### src/rtl/l1_mmu_arbiter.sv
// Registered, locked-grant round-robin arbiter that shares the single l1mmu port
// between the iCache (line fills) and the dCache (fills and write-backs), with a watchdog.
module l1_mmu_arbiter #(
  parameter int LINE_W  = 256,
  parameter int ADDR_W  = 32,
  parameter int TIMEOUT = 1023
) (
  input  logic              sys_clk,
  input  logic              rst_n,
  input  logic              ic_req_read,
  input  logic [ADDR_W-1:0] ic_req_addr,
  output logic              ic_done,
  output logic [LINE_W-1:0] ic_read_data,
  input  logic              dc_req_read,
  input  logic              dc_req_write,
  input  logic [ADDR_W-1:0] dc_req_addr,
  input  logic [LINE_W-1:0] dc_write_data,
  output logic              dc_done,
  output logic [LINE_W-1:0] dc_read_data,
  output logic              mmu_read,
  output logic              mmu_write,
  output logic [ADDR_W-1:0] mmu_addr,
  output logic [LINE_W-1:0] mmu_write_data,
  input  logic              mmu_done,
  input  logic [LINE_W-1:0] mmu_read_data,
  output logic              err
);

  localparam int CNT_W = (TIMEOUT > 0) ? $clog2(TIMEOUT + 1) : 1;
  localparam logic [CNT_W-1:0] CNT_LAST = CNT_W'((TIMEOUT > 0) ? TIMEOUT - 1 : 0);

  typedef enum logic [1:0] {IDLE, BUSY, DONE} state_t;
  typedef enum logic {OWN_IC, OWN_DC} owner_t;

  state_t            state_reg, state_next;
  // Owner and last owner are always written together, so one register serves both.
  owner_t            owner_reg, owner_next;
  logic              write_reg, write_next;
  logic [ADDR_W-1:0] addr_reg, addr_next;
  logic [LINE_W-1:0] wdata_reg, wdata_next;
  logic [CNT_W-1:0]  cnt_reg, cnt_next;
  logic              err_reg, err_next;
  logic [LINE_W-1:0] ic_data_reg, ic_data_next;
  logic [LINE_W-1:0] dc_data_reg, dc_data_next;

  logic dc_req;
  logic grant_ic;
  logic timeout_hit;

  assign dc_req      = dc_req_read || dc_req_write;
  assign grant_ic    = ic_req_read && (!dc_req || owner_reg == OWN_DC);
  assign timeout_hit = (TIMEOUT > 0) && (cnt_reg == CNT_LAST);

  always_ff @(posedge sys_clk) begin
    if (!rst_n) begin
      state_reg   <= IDLE;
      owner_reg   <= OWN_DC;
      write_reg   <= 1'b0;
      addr_reg    <= '0;
      wdata_reg   <= '0;
      cnt_reg     <= '0;
      err_reg     <= 1'b0;
      ic_data_reg <= '0;
      dc_data_reg <= '0;
    end else begin
      state_reg   <= state_next;
      owner_reg   <= owner_next;
      write_reg   <= write_next;
      addr_reg    <= addr_next;
      wdata_reg   <= wdata_next;
      cnt_reg     <= cnt_next;
      err_reg     <= err_next;
      ic_data_reg <= ic_data_next;
      dc_data_reg <= dc_data_next;
    end
  end

  always_comb begin
    state_next   = state_reg;
    owner_next   = owner_reg;
    write_next   = write_reg;
    addr_next    = addr_reg;
    wdata_next   = wdata_reg;
    cnt_next     = cnt_reg;
    err_next     = err_reg;
    ic_data_next = ic_data_reg;
    dc_data_next = dc_data_reg;
    case (state_reg)
      IDLE: begin
        if (ic_req_read || dc_req) begin
          state_next = BUSY;
          cnt_next   = '0;
          if (grant_ic) begin
            owner_next = OWN_IC;
            write_next = 1'b0;
            addr_next  = ic_req_addr;
          end else begin
            // A simultaneous read+write from the dCache is resolved as the write.
            owner_next = OWN_DC;
            write_next = dc_req_write;
            addr_next  = dc_req_addr;
            wdata_next = dc_write_data;
            if (dc_req_read && dc_req_write) err_next = 1'b1;
          end
        end
      end
      BUSY: begin
        if (mmu_done) begin
          state_next = DONE;
          cnt_next   = '0;
          if (!write_reg) begin
            if (owner_reg == OWN_IC) ic_data_next = mmu_read_data;
            else                     dc_data_next = mmu_read_data;
          end
        end else if (timeout_hit) begin
          state_next = DONE;
          cnt_next   = '0;
          err_next   = 1'b1;
        end else begin
          cnt_next = cnt_reg + 1'b1;
        end
      end
      DONE:    state_next = IDLE;
      default: state_next = IDLE;
    endcase
  end

  assign mmu_read       = (state_reg == BUSY) && !write_reg;
  assign mmu_write      = (state_reg == BUSY) && write_reg;
  assign mmu_addr       = addr_reg;
  assign mmu_write_data = wdata_reg;
  assign ic_done        = (state_reg == DONE) && (owner_reg == OWN_IC);
  assign dc_done        = (state_reg == DONE) && (owner_reg == OWN_DC);
  assign ic_read_data   = ic_data_reg;
  assign dc_read_data   = dc_data_reg;
  assign err            = err_reg;

endmodule
### config.mk
export PLATFORM = sky130hd
export DESIGN_NAME = l1_mmu_arbiter
export DESIGN_NICKNAME = d
export VERILOG_FILES = /design/src/rtl/l1_mmu_arbiter.sv
export SDC_FILE = /design/constraint.sdc
export NUM_CORES = 2
export LEC_CHECK = 0
export BUFFER_PORTS_ARGS = -buffer_cell sky130_fd_sc_hd__buf_2
export CELL_PAD_IN_SITES_DETAIL_PLACEMENT = 2
export CELL_PAD_IN_SITES_GLOBAL_PLACEMENT = 2
export CORE_AREA = 10 10 527 529
export CTS_BUF_LIST = sky130_fd_sc_hd__clkbuf_4
export CTS_CLUSTER_SIZE = 12
export DETAILED_ROUTE_END_ITERATION = 8
export DIE_AREA = 0 0 537 539
export PLACE_DENSITY_LB_ADDON = 0.1
export SYNTH_ARGS = -nofsm -noshare
export SYNTH_HDL_FRONTEND = slang
export SYNTH_SLANG_ARGS = --single-unit
### constraint.sdc
create_clock -name sys_clk -period 2 [get_ports sys_clk]
set_input_delay 0.1 -clock sys_clk [delete_from_list [all_inputs] [get_ports sys_clk]]
set_output_delay 0.1 -clock sys_clk [all_outputs]
set_load 0.1 [all_outputs]
==> results_tabular.tex <==
\begin{tabular}{lr}
\hline
Metric & Value \\
\hline
\multicolumn{2}{l}{\textbf{Outcome}} \\
Result of the run & finished with violations \\
Violated checks & setup timing \\
\multicolumn{2}{l}{\textbf{Placed design}} \\
Port buffer count & 1386 \\
Setup slack after placement & 0.0651 ns \\
DP Cell Count & 8343 \\
Post-detail-place hpwl & 180 mm \\
Routability-driven placement congestion ratio & 0.747 \\
\multicolumn{2}{l}{\textbf{Finish}} \\
Final net count & 7187 \\
Area growth, synth to finish & 146\% \\
Final non-filler cell total & 10400 \\
Fraction of layout instances using a drive strength above 1 & 0.440 \\
Most common cell after layout, fill and taps aside & nand2\_1 \\
Commonest non-fill, non-tap cells in the layout & 1543 x nand2\_1, 1318 x dlygate4sd3\_1, 857 x buf\_12 \\
\multicolumn{2}{l}{\textbf{Floorplanning}} \\
Initial core utilization & 0.113 \\
Vertical die dimension & 539 um \\
Horizontal die dimension & 537 um \\
Overall die area & 289000 sq um \\
Number of rows created at floorplan & 190 \\
I/O Pins & 1387 \\
Core Region & 267000 sq um \\
\multicolumn{2}{l}{\textbf{Global routing}} \\
Overall Global Routing Usage & 0.161 \\
Number of antenna violations at the first check in global routing & 87 \\
Number of global-route vias before repair & 43100 \\
Total global routing overflow & 0 \\
Maximum number of pins on one net before global-route repair & 116 \\
Global-route wire length before repair & 337 mm \\
\multicolumn{2}{l}{\textbf{Power}} \\
Peak supply drop & 378 uV \\
Total leakage power & 0.0290 uW \\
Power density relative to cell area & 755 nW/um\^{}2 \\
Tot Pwr & 56200 uW \\
\multicolumn{2}{l}{\textbf{Logic synthesis}} \\
Total nets after synthesis & 4154 \\
Cells after synthesis & 3570 \\
Total number of yosys warnings & 0 \\
Area of the mapped netlist & 30200 sq um \\
Distinct cells, synth & 44 \\
Synth Register Bits & 815 \\
Sequential area share after synthesis & 0.540 \\
Post-synth ARST share & 0 \\
Most used flip-flop cell after synthesis & dfxtp\_1 \\
Mean instance size in the synthesized netlist & 8.47 sq um \\
Number of enable flip-flop cells after synthesis & 0 \\
\multicolumn{2}{l}{\textbf{Route}} \\
Detailed-route vias per instance & 3.65 \\
Post-DR wirelength/cell & 23.7 um \\
First drt pass iteration count & 4 \\
Post-DRT Antenna Nets & 0 \\
DRC Markers & 0 \\
Total detailed-routing wirelength & 247 mm \\
Via count of the routed design & 38000 \\
Number of DRC violations after detailed-routing iteration 0 & 924 \\
\multicolumn{2}{l}{\textbf{STA}} \\
Minimum clock period after layout & 2.33 ns \\
Transition at the pin with the smallest max-transition slack & 0.546 ns \\
Unrepaired setup endpoints after global routing & true \\
Setup Skew & 0.0839 ns \\
Max-slew headroom at the worst pin & 0.636 \\
Period utilization & 1.16 \\
Total count of max-transition violations in the final report & 0 \\
Finish-stage setup viols & 5 \\
Aggregate negative setup slack & -1.12 ns \\
Fmax achieved & 430 MHz \\
Minimum setup slack in the final design & -0.327 ns \\
Fin. Hold Viols & 0 \\
\multicolumn{2}{l}{\textbf{Worst setup path}} \\
Required time reported for the critical path endpoint & 1.90 ns \\
Terminus of the critical flop-to-flop path & ic\_read\_data[2] \\
Type of element capturing the critical path & primary output \\
Worst setup path startpoint & owner\_reg \\
Critical setup path kind & flop to primary output \\
Max FO, Critical Path & 3 \\
Number of cells on the worst reg-to-reg path & 8 \\
Worst flop-to-flop path startpoint & state\_reg[0] \\
Category of the worst setup path launch point & flop \\
Arrival @ worst endpoint & 2.23 ns \\
Worst setup slack for register-to-register paths & 0.08 ns \\
\multicolumn{2}{l}{\textbf{Hold path}} \\
Hold wc startpoint & mmu\_read\_data[121] \\
Hold endpoint & ic\_read\_data[121] \\
Classification of the worst-slack hold path & input port to flop \\
Cell depth of the worst min-delay path & 5 \\
\multicolumn{2}{l}{\textbf{Clock network}} \\
Count of H-tree levels built during CTS & 5 \\
Root cell of the clock tree & clkbuf\_4 \\
Total clock sinks & 815 \\
Clock latency on the worst-skew pair & 1.28 ns \\
Total CTS buffers & 298 \\
TritonCTS clock tree & yes \\
Maximum clock path buffer count & 4 \\
Clock transition at the registers of the reported paths & 0.06 ns \\
\multicolumn{2}{l}{\textbf{Run}} \\
Number of maximum-capacitance constraint violations & 0 \\
\hline
\end{tabular}
==> report_power, final <==
part           switching, uW  internal, uW  total [uW]
Clock                   9320         10700       20000
Sequential              1070         17200       18300
Combinational          10900          7030       17900
Total                  21300         34900       56200
==> worst max path at each step <==
stage | slack (ns) | cells past startpoint | end
final | -0.33 | 3 | dc_done
after CTS | -0.62 | 3 | ic_done
after global routing | -0.58 | 3 | dc_done
after detailed placement | 0.07 | 6 | dc_read_data[171]
after global placement | 0.09 | 6 | dc_read_data[186]
after floorplan | -0.24 | 6 | ic_read_data[100]
==> cell families after synthesis <==
group | share of synthesized area
buffers and inverters | 0.0399
muxes | 0.0106
xor gates and xnor gates | 0.00203
AOI/OAI and AO/OA | 0.206
adders and majority gates | 0.000828
DFF | 0.540
and+or+nand+nor | 0.201
==> through the flow <==
step / util / area (sq um) / hold slack (ns)
2_1_floorplan: - / 30300 / 0.235
3_3_place_gp: 0.158 / 42100 / 0.339
3_5_place_dp: 0.158 / 42100 / 0.349
4_1_cts: 0.272 / 72700 / 0.0000843
5_1_grt: 0.279 / 74400 / 0.0326
6_report: 0.279 / 74500 / 0.236
==> what timing repair did <==
action	in CTS	in global routing
cloned	0	10
hold buffers	1319	0
endpoints found under the hold margin	815	0
endpoints found under the setup margin	805	852
pin swaps	3	6
gates resized for setup	4121	95
buffers inserted	52	132
==> cells in the mapped netlist, types with 3 or more instances <==
master	count	area (sq um)
dfxtp_1	815	16300
nand2_1	1543	5790
mux2i_1	32	320
nor3b_1	3	22.5
a21boi_1	328	2460
buf_4	10	75.1
xnor2_1	6	52.6
a21boi_0	442	3320
clkbuf_1	167	627
inv_1	3	11.3
o21ai_0	33	165
nor3_1	4	20.0
nand3_1	5	25.0
nor2_1	12	45.0
a21oi_1	33	165
buf_2	98	490
==> critical path: stages (launching register included) <==
cell and delay (ns):
dfxtp_4 0.37, clkinvlp_4 0.13, nor3b_4 0.29, buf_12 0.21
==> layer usage <==
metal	up-vias	global-route usage	routed length, um
li1	17900	-	-
met1	18400	0.172	94800
met2	1274	0.284	122000
met3	408	0.0706	22700
met4	30	0.0477	7540
met5	-	0	166
==> final cells by class <==
| type | instances | area [sq um] |
|---|---|---|
| Antenna cell | 76 | 190 |
| Multi-Input combinational cell | 2476 | 12800 |
| Timing Repair Buffer | 3009 | 35500 |
| Clock buffer | 452 | 3390 |
| Inverter | 3 | 15.0 |
| Tap cell | 3552 | 4440 |
| Fill cell | 29500 | 193000 |
| Clock inverter | 41 | 317 |
| Sequential cell | 815 | 17800 |
Note: power is estimated with default switching activity, not from simulation.
